### config.mk
export PLATFORM = sky130hd
export DESIGN_NAME = team_06_echo_history_buffer
export DESIGN_NICKNAME = d
export VERILOG_FILES = /design/src/rtl/team_06_echo_pkg.sv /design/src/rtl/team_06_echo_hist_ptr.sv /design/src/rtl/team_06_echo_history_buffer.sv
export SDC_FILE = /design/constraint.sdc
export NUM_CORES = 1
export LEC_CHECK = 0
export CAP_MARGIN = 10
export CORE_MARGIN = 2
export CORE_UTILIZATION = 35
export CTS_BUF_LIST = sky130_fd_sc_hd__clkbuf_16
export DETAILED_ROUTE_END_ITERATION = 8
export SETUP_SLACK_MARGIN = 0.5
export SYNTH_ARGS = -nofsm -noshare
export SYNTH_HDL_FRONTEND = slang
export SYNTH_SLANG_ARGS = --single-unit
### constraint.sdc
create_clock -name clk -period 6.8 [get_ports clk]
set_input_delay 1.7 -clock clk [delete_from_list [all_inputs] [get_ports clk]]
set_output_delay 1.7 -clock clk [all_outputs]
set_load 0.1 [all_outputs]
### src/rtl/team_06_echo_pkg.sv
// -----------------------------------------------------------------------------
// team_06_echo_pkg
// Shared definitions for the echo history buffer slice:
//   - state_e    : history-buffer controller states (IDLE, WRITE, READ, RESP)
//   - DEPTH_DEF  : default number of history samples (power of two)
//   - ADDR_W_DEF : default memory address width, log2(DEPTH_DEF)
//   - SAMPLE_W   : audio sample width
// -----------------------------------------------------------------------------
package team_06_echo_pkg;

  localparam int unsigned DEPTH_DEF  = 32'd8192;
  localparam int unsigned ADDR_W_DEF = 32'd13;
  localparam int unsigned SAMPLE_W   = 32'd8;

  typedef enum logic [1:0] {
    ST_IDLE  = 2'd0,
    ST_WRITE = 2'd1,
    ST_READ  = 2'd2,
    ST_RESP  = 2'd3
  } state_e;

endpackage

### src/rtl/team_06_echo_hist_ptr.sv
// -----------------------------------------------------------------------------
// team_06_echo_hist_ptr
// Pointer bookkeeping for the circular history buffer.
//   clk, rst   : clock, asynchronous active-low reset
//   wr_adv     : one-cycle strobe, a sample has been committed to memory
//   rd_off     : requested age of the sample (0 = most recent)
//   wr_ptr     : address the next sample will be written to (wraps at DEPTH)
//   rd_addr    : address holding the sample rd_off samples ago
//   guard_hit  : requested age lies beyond the recorded history
// Build option TEAM_06_ECHO_FILL_GUARD_EN: when defined a saturating fill
// counter is kept and guard_hit reports reads of unwritten history; when
// undefined there is no fill counter and guard_hit is tied low.
// -----------------------------------------------------------------------------
module team_06_echo_hist_ptr
  import team_06_echo_pkg::*;
#(
  parameter int unsigned DEPTH  = DEPTH_DEF,
  parameter int unsigned ADDR_W = ADDR_W_DEF
) (
  input  logic              clk,
  input  logic              rst,
  input  logic              wr_adv,
  input  logic [ADDR_W-1:0] rd_off,
  output logic [ADDR_W-1:0] wr_ptr,
  output logic [ADDR_W-1:0] rd_addr,
  output logic              guard_hit
);

  logic [ADDR_W-1:0] wr_ptr_r;

  // Write pointer: DEPTH is a power of two, so natural overflow wraps DEPTH-1 to 0.
  always_ff @(posedge clk or negedge rst) begin
    if (!rst) begin
      wr_ptr_r <= '0;
    end else if (wr_adv) begin
      wr_ptr_r <= wr_ptr_r + ADDR_W'(1);
    end
  end

  assign wr_ptr  = wr_ptr_r;
  // wr_ptr points one past the newest sample, hence the extra -1.
  assign rd_addr = wr_ptr_r - ADDR_W'(1) - rd_off;

`ifdef TEAM_06_ECHO_FILL_GUARD_EN
  localparam logic [ADDR_W:0] FILL_MAX = (ADDR_W+1)'(DEPTH);

  logic [ADDR_W:0] fill_r;

  // Fill counter: counts committed samples, saturating once the buffer is full.
  always_ff @(posedge clk or negedge rst) begin
    if (!rst) begin
      fill_r <= '0;
    end else if (wr_adv && (fill_r != FILL_MAX)) begin
      fill_r <= fill_r + (ADDR_W+1)'(1);
    end
  end

  // Once full, every representable offset (max DEPTH-1) is below fill.
  assign guard_hit = ({1'b0, rd_off} >= fill_r);
`else
  assign guard_hit = 1'b0;
`endif

endmodule

### src/rtl/team_06_echo_history_buffer.sv
// -----------------------------------------------------------------------------
// team_06_echo_history_buffer
// Records every finished echo output sample into a circular buffer kept in an
// external single-port memory and answers "sample from offset ago" requests.
// Ports:
//   clk, rst                 : clock, asynchronous active-low reset
//   save_audio, save_valid   : sample to record and its one-cycle strobe
//   search, offset           : one-cycle history request and requested age
//   past_output              : returned sample, held until the next response
//   search_enable            : one-cycle pulse marking past_output valid
//   overflow                 : sticky, a sample arrived while one was pending
//   mem_req/we/addr/wdata    : memory request, held until mem_ack
//   mem_rdata, mem_ack       : memory read data and completion strobe
// Build option TEAM_06_ECHO_FILL_GUARD_EN: when defined, requests older than
// the recorded history return 0 without touching memory; when undefined every
// request reads memory and returns its raw contents.
// -----------------------------------------------------------------------------
module team_06_echo_history_buffer
  import team_06_echo_pkg::*;
#(
  parameter int unsigned DEPTH  = DEPTH_DEF,
  parameter int unsigned ADDR_W = ADDR_W_DEF
) (
  input  logic                clk,
  input  logic                rst,
  input  logic [SAMPLE_W-1:0] save_audio,
  input  logic                save_valid,
  input  logic                search,
  input  logic [ADDR_W-1:0]   offset,
  output logic [SAMPLE_W-1:0] past_output,
  output logic                search_enable,
  output logic                overflow,
  output logic                mem_req,
  output logic                mem_we,
  output logic [ADDR_W-1:0]   mem_addr,
  output logic [SAMPLE_W-1:0] mem_wdata,
  input  logic [SAMPLE_W-1:0] mem_rdata,
  input  logic                mem_ack
);

  state_e              state_r;
  state_e              state_nxt_s;

  logic                ps_valid_r;
  logic [SAMPLE_W-1:0] ps_data_r;
  logic                pr_valid_r;
  logic [ADDR_W-1:0]   pr_off_r;
  logic                overflow_r;

  logic                ps_clr_s;
  logic                pr_clr_s;
  logic                wr_adv_s;
  logic                guard_enter_s;
  logic                resp_guard_r;

  logic [ADDR_W-1:0]   wr_ptr_s;
  logic [ADDR_W-1:0]   rd_addr_s;
  logic                guard_hit_s;

  logic [SAMPLE_W-1:0] past_output_r;
  logic                search_enable_r;
  logic                mem_req_r;
  logic                mem_we_r;
  logic [ADDR_W-1:0]   mem_addr_r;
  logic [SAMPLE_W-1:0] mem_wdata_r;

  team_06_echo_hist_ptr #(
    .DEPTH  (DEPTH),
    .ADDR_W (ADDR_W)
  ) u_ptr (
    .clk       (clk),
    .rst       (rst),
    .wr_adv    (wr_adv_s),
    .rd_off    (pr_off_r),
    .wr_ptr    (wr_ptr_s),
    .rd_addr   (rd_addr_s),
    .guard_hit (guard_hit_s)
  );

  // Pending-sample slot: one deep; a sample arriving while it is occupied is lost.
  always_ff @(posedge clk or negedge rst) begin
    if (!rst) begin
      ps_valid_r <= 1'b0;
      ps_data_r  <= '0;
      overflow_r <= 1'b0;
    end else if (ps_valid_r) begin
      if (ps_clr_s) begin
        ps_valid_r <= 1'b0;
      end
      if (save_valid) begin
        overflow_r <= 1'b1;
      end
    end else if (save_valid) begin
      ps_valid_r <= 1'b1;
      ps_data_r  <= save_audio;
    end
  end

  // Pending-search slot: one deep; a search while one is outstanding is ignored.
  always_ff @(posedge clk or negedge rst) begin
    if (!rst) begin
      pr_valid_r <= 1'b0;
      pr_off_r   <= '0;
    end else if (pr_valid_r) begin
      if (pr_clr_s) begin
        pr_valid_r <= 1'b0;
      end
    end else if (search) begin
      pr_valid_r <= 1'b1;
      pr_off_r   <= offset;
    end
  end

  // Controller state register.
  always_ff @(posedge clk or negedge rst) begin
    if (!rst) begin
      state_r <= ST_IDLE;
    end else begin
      state_r <= state_nxt_s;
    end
  end

  // Next-state logic and slot/pointer control strobes.
  always_comb begin
    state_nxt_s   = state_r;
    ps_clr_s      = 1'b0;
    pr_clr_s      = 1'b0;
    wr_adv_s      = 1'b0;
    guard_enter_s = 1'b0;
    case (state_r)
      ST_IDLE: begin
        if (ps_valid_r) begin
          state_nxt_s = ST_WRITE;
        end else if (pr_valid_r) begin
          if (guard_hit_s) begin
            state_nxt_s   = ST_RESP;
            guard_enter_s = 1'b1;
          end else begin
            state_nxt_s = ST_READ;
          end
        end else begin
          state_nxt_s = ST_IDLE;
        end
      end
      ST_WRITE: begin
        if (mem_ack) begin
          wr_adv_s    = 1'b1;
          ps_clr_s    = 1'b1;
          state_nxt_s = ST_IDLE;
        end else begin
          state_nxt_s = ST_WRITE;
        end
      end
      ST_READ: begin
        if (mem_ack) begin
          state_nxt_s = ST_RESP;
        end else begin
          state_nxt_s = ST_READ;
        end
      end
      ST_RESP: begin
        pr_clr_s    = 1'b1;
        state_nxt_s = ST_IDLE;
      end
      default: begin
        state_nxt_s = ST_IDLE;
      end
    endcase
  end

  // Remembers that the current RESP visit came from the fill guard (no read data).
  always_ff @(posedge clk or negedge rst) begin
    if (!rst) begin
      resp_guard_r <= 1'b0;
    end else if (guard_enter_s) begin
      resp_guard_r <= 1'b1;
    end else if (state_r == ST_RESP) begin
      resp_guard_r <= 1'b0;
    end
  end

  // Memory request registers: loaded on entry to WRITE/READ, held until ack.
  always_ff @(posedge clk or negedge rst) begin
    if (!rst) begin
      mem_req_r   <= 1'b0;
      mem_we_r    <= 1'b0;
      mem_addr_r  <= '0;
      mem_wdata_r <= '0;
    end else begin
      mem_req_r <= (state_nxt_s == ST_WRITE) || (state_nxt_s == ST_READ);
      mem_we_r  <= (state_nxt_s == ST_WRITE);
      if ((state_r == ST_IDLE) && (state_nxt_s == ST_WRITE)) begin
        mem_addr_r  <= wr_ptr_s;
        mem_wdata_r <= ps_data_r;
      end else if ((state_r == ST_IDLE) && (state_nxt_s == ST_READ)) begin
        mem_addr_r  <= rd_addr_s;
      end
    end
  end

  // Response registers: read data is returned straight off the ack; a guard hit
  // answers 0 one cycle after entering RESP.
  always_ff @(posedge clk or negedge rst) begin
    if (!rst) begin
      past_output_r   <= '0;
      search_enable_r <= 1'b0;
    end else if ((state_r == ST_READ) && mem_ack) begin
      past_output_r   <= mem_rdata;
      search_enable_r <= 1'b1;
    end else if ((state_r == ST_RESP) && resp_guard_r) begin
      past_output_r   <= '0;
      search_enable_r <= 1'b1;
    end else begin
      search_enable_r <= 1'b0;
    end
  end

  assign past_output   = past_output_r;
  assign search_enable = search_enable_r;
  assign overflow      = overflow_r;
  assign mem_req       = mem_req_r;
  assign mem_we        = mem_we_r;
  assign mem_addr      = mem_addr_r;
  assign mem_wdata     = mem_wdata_r;

endmodule

# Word level (Yosys, flattened, before mapping)
# Cells that the tools add are included.
# word_totals
ff_bits	71
out_inout_bits	33
word_cells	50
# classes
add_sub_neg	3
eq_ne	5
mux	18
bitwise	2
n_reduce_logical	9
# ops
op	count
$mux W13	2
$add A13 B1 Y13 const B	1
$sub A13 B1 Y13 const B	1
$sub A13 B13 Y13	1
$mux W1	12
$mux W8	1
$pmux W2 S4	1
$eq A2 B2 Y1 const B	3
$reduce_and A2 Y1	3
$eq A2 B1 Y1 const B	2
$mux W2	2
$logic_and A1 B1 Y1	3
$logic_not A2 Y1	1
$not A1 Y1	2
$reduce_bool A2 Y1	1
$logic_or A1 B1 Y1	1

# Longest topological paths before layout
# depth
ltp_word	7
ltp_mapped	11

# Hierarchy
# A second synthesis with hierarchy kept.
# unflattened
cells_unflattened	317
area_unflattened_um2	3779.9
# by_module_without_submodules
mod	instances	cells_each	area_per_inst_um2	seq_area_each_um2
team_06_echo_history_buffer	1	168	2508.7	1476.4
team_06_echo_hist_ptr	1	149	1271.2	325.3

# Least setup slack after synthesis
# Ideal clock, no wire load.
# synth_path
path_kind	input -> register
from	in mem_ack
to	reg mem_addr_r[12] (netlist: mem_addr[12])
t_arrival_ns	3.117
t_required_ns	6.674
setup_slack_ns	3.557
path_stages	10
path_cell_list	nand2b_1 -> o311ai_0 -> inv_1 -> ha_1 -> nor2_1 -> nor3_2 -> nand2_1 -> nor3_1 -> a211oi_1 -> nand2_1
# synth_between
elab_chain_len	5
# synth_rtl
element	line	rtl
from (decl)	team_06_echo_history_buffer.sv:38	input logic mem_ack
$mux W1 (on tied branches)	team_06_echo_history_buffer.sv:155, team_06_echo_history_buffer.sv:146	
$pmux W2 S4 *	team_06_echo_history_buffer.sv:130	case (state_r)
named net state_nxt_s[0]	team_06_echo_history_buffer.sv:42	state_e state_nxt_s;
$eq A2 B1 Y1 or $eq A2 B2 Y1 (tied branches)	team_06_echo_history_buffer.sv:192, team_06_echo_history_buffer.sv:195	
$logic_and A1 B1 Y1 (on tied branches)	team_06_echo_history_buffer.sv:192, team_06_echo_history_buffer.sv:195	
$mux W13 or $reduce_bool A2 Y1 (tied branches)	--	
to (signal assigned)	team_06_echo_history_buffer.sv:193	mem_addr_r <= wr_ptr_s;
to (signal assigned)	team_06_echo_history_buffer.sv:196	mem_addr_r <= rd_addr_s;
to (decl)	team_06_echo_history_buffer.sv:64	logic [ADDR_W-1:0] mem_addr_r;
# Mark *: on every way through the listed nets, which the timed path passes. The rest lies on a longest branch.
# A chain may end at the register's enable or synchronous reset.

# Worst setup path in the final report
# Ends and elaborated chain as after synthesis.

==> impl_metrics.json <==
{
  "chipHeight_um": 103.0,
  "starting_density_pct": 35.57,
  "synth-main-ff-cell": "sky130_fd_sc_hd__dfrtp_1",
  "die_w_um": 103.0,
  "final_nets": 456,
  "grt_use_met1_pct": 21.31,
  "routed-via-count": 2571,
  "cts_repair_resize_count": 0,
  "worstSetupEndpointType": "flip-flop",
  "number_of_synthesized_register_bits": 71,
  "timing.fmax_ghz": 0.2577,
  "rr_worst_depth": 9,
  "worstPathCellList": "clkdlybuf4s50_1, nand2b_1, o311ai_0, inv_1, ha_1, nor2_1, nor3_2, nand2_1, nor3_1, a211oi_1, nand2_1",
  "top_level_ports": 67,
  "critPathLaunchType": "input port",
  "antenna_left": 0,
  "hold_violations": 0,
  "hold_path.class": "flip-flop to flip-flop",
  "slew_violations": 0,
  "post_cts_hold_buffer_count": 0,
  "rr_startpoint": "state_r[1]",
  "via_count_of_the_first_global_routing_pass": 2534,
  "area_enclosed_by_the_die_boundary_um2": 10600,
  "syn-mean-instance-area_um2": 10.17,
  "synth.cell_area_um2": 3428,
  "seq_area_frac_synth_pct": 51.82,
  "remaining_drc_errors": 0,
  "firstDrtPassIters": 4,
  "clk_path_buf_depth": 2,
  "globalRouteTotalUtil_pct": 15.49,
  "worstSkewPairLatency_ns": 0.33,
  "global_route.usage.met2_pct": 23.03,
  "synthSimpleGateAreaFrac_pct": 16.42,
  "cp_data_arrival_time_ns": 4.14,
  "outcome": "completed",
  "numCtsBuffers": 9,
  "detailedRoute.firstIterationViolations": 102,
  "r2r_setup_slack_ns": 4.22,
  "xor_and_xnor_fraction_of_the_mapped_netlist_area_pct": 5.365,
  "synth_top_family_by_area": "simple AND/OR/NAND/NOR gates",
  "totalNegativeSetupSlack_ns": 0,
  "synth_async_reset_ratio_pct": 100.0,
  "endpoint_with_the_worst_hold_slack": "overflow",
  "worst_hold_slack_ns": 0.4578,
  "critPathMaxFanout": 10,
  "syn_inst": 337,
  "layout-area-overhead-vs-synth_pct": 32.26,
  "drive_gt1_share_pct": 8.537,
  "mux_share_of_post_synthesis_cell_area_pct": 3.285,
  "min_from": "overflow",
  "cts.root.buffer_cell": "sky130_fd_sc_hd__clkbuf_16",
  "floorplan.rows": 36,
  "maxCapViolations": 0,
  "whs_path_depth": 1,
  "mappedNetlistNets": 387,
  "finalWorstPathRequiredPeriod_ns": 3.881,
  "count_of_port_buffers_added_during_placement": 66,
  "min_period_over_period_pct": 57.07,
  "dp.final_hpwl_um": 5407,
  "cts.htree.levels": 3,
  "gr-usage-met3_pct": 4.678,
  "synth.top_cells.by_area": "sky130_fd_sc_hd__dfrtp_1 52%, sky130_fd_sc_hd__nand2_1 8.3%, sky130_fd_sc_hd__ha_1 5.5%, sky130_fd_sc_hd__xnor2_1 3.1%, sky130_fd_sc_hd__mux2_2 3.0%",
  "unrepaired_setup_endpoints_after_global_routing": "no",
  "grt_pass1_wl_um": 12500,
  "synth_compound_area_share_pct": 13.07,
  "post-synth-top-count-cell": "sky130_fd_sc_hd__nand2_1",
  "final_setup_violation_count": 0,
  "synth.yosys.warnings": 0,
  "cts_tree": "yes",
  "post_synth_num_cell_types": 46,
  "worst_path_largest_cell_delay_ns": 0.52,
  "cts_setup_buffers": 0,
  "worst_path_max_delay_cell": "sky130_fd_sc_hd__nor3_2",
  "path_clk_slew_ns": 0.05,
  "fin_worst_skew_ns": 0.004036,
  "grt-ovfl-total": 0,
  "critical_path_required_ns": 7.06,
  "synth.top_cells.by_count": "76 x sky130_fd_sc_hd__nand2_1, 71 x sky130_fd_sc_hd__dfrtp_1, 20 x sky130_fd_sc_hd__inv_1, 20 x sky130_fd_sc_hd__o21ai_0, 17 x sky130_fd_sc_hd__a21oi_1",
  "worst_max_slew_pin_slew_ns": 0.9890,
  "grt-busiest-layer": "met2",
  "regToRegEndpoint": "mem_addr[12]",
  "slew_headroom_pct": 33.86,
  "antenna_cells_inserted": 0,
  "via_per_inst": 4.735,
  "number_of_flops_mapped_to_enable_cells_by_yosys": 0,
  "critPathLaunch": "mem_ack",
  "globalplace.congestion": 0.8570,
  "initial_antenna_violation_count": 0,
  "path_common_cell": "sky130_fd_sc_hd__nand2_1",
  "clock-sinks": 71,
  "floorplan.core_area_um2": 9639,
  "post_synth_adder_cell_area_pct": 6.058,
  "postLayoutCoreUtil_pct": 47.04,
  "totalWireLength_um": 7595,
  "pin_count_of_the_biggest_net_entering_global_routing": 72,
  "wire_per_inst_um": 13.99,
  "synth.top_cell.area_share_pct": 51.82,
  "synth.largest_area_cell": "sky130_fd_sc_hd__dfrtp_1",
  "crit_type": "input port to flip-flop"
}
-- critical path: cells and delay by family --
kind / cells / cell delay (ns)
simple gates: 6 / 1.23
fa+ha+maj: 1 / 0.29
compound gates: 2 / 0.29
buf+inv: 2 / 0.64
-- per-layer routing --
layer | vias to the layer above | wire length (µm)
met3 | 7 | 346
li1 | 1291 | -
met2 | 61 | 3581
met5 | - | 0
met4 | 0 | 93
met1 | 1212 | 3573
-- layout make-up --
cell class                 instances  area [µm²]
clock buffer                       9       225.2
inverter                          21       78.83
timing repair buffer              68       670.6
fill                             948        5105
tap                              133       166.4
clock inverter                     6       101.3
multi-input combinational        235        1515
sequential                        71        1777
-- flip-flops by register name (all words and copies together) (netlist names) --
signal,cells
past_output,8
pr_off_r,13
mem_we,1
search_enable,1
mem_req,1
ps_valid_r,1
mem_wdata,8
mem_addr,13
state_r,2
u_ptr.wr_ptr,13
overflow,1
ps_data_r,8
pr_valid_r,1
-- cells by family (layout without fill, tap and decap cells) --
group	Yosys count	count (layout)
multiplexers	10	10
AND/OR/NAND/NOR	116	116
adder cells (fa/ha/maj)	16	16
buffers and inverters	31	104
flip-flops	71	71
XOR/XNOR	21	21
AO/OA/AOI/OAI	72	72
-- how the worst max path moves through the flow --
stage | endpoint | slack, ns
after floorplan | mem_addr[12] | 3.56
after global placement | mem_addr[12] | 2.77
after detailed placement | mem_addr[12] | 2.63
after CTS | mem_addr[12] | 2.92
after global routing | mem_addr[12] | 2.65
final | mem_addr[12] | 2.92
-- per-stage QoR --
stage	instance area, µm²	worst slack [ns]	std cells
floorplan	3428	3.557	337
global placement	4208	2.768	528
detailed placement	4208	2.630	528
CTS	4534	2.918	543
global route	4534	2.654	543
finish	4534	2.919	543
-- layout by cell type, fill, tap and decap left out, drive strengths merged, types with 4 or more instances in the layout --
master         count
nand2             76
dfrtp             71
clkdlybuf4s50     65
o21ai             22
inv               21
a21oi             17
ha                15
xnor2             12
mux2              10
xor2               9
clkbuf             9
o22ai              8
nor2               7
and3               7
a22oi              6
nand3              5
nand2b             4
nor2b              4
a21o               4
a211oi             4
Power is not shown: default switching activity piles up to over one toggle a cycle in this logic, so the estimate is an artifact.
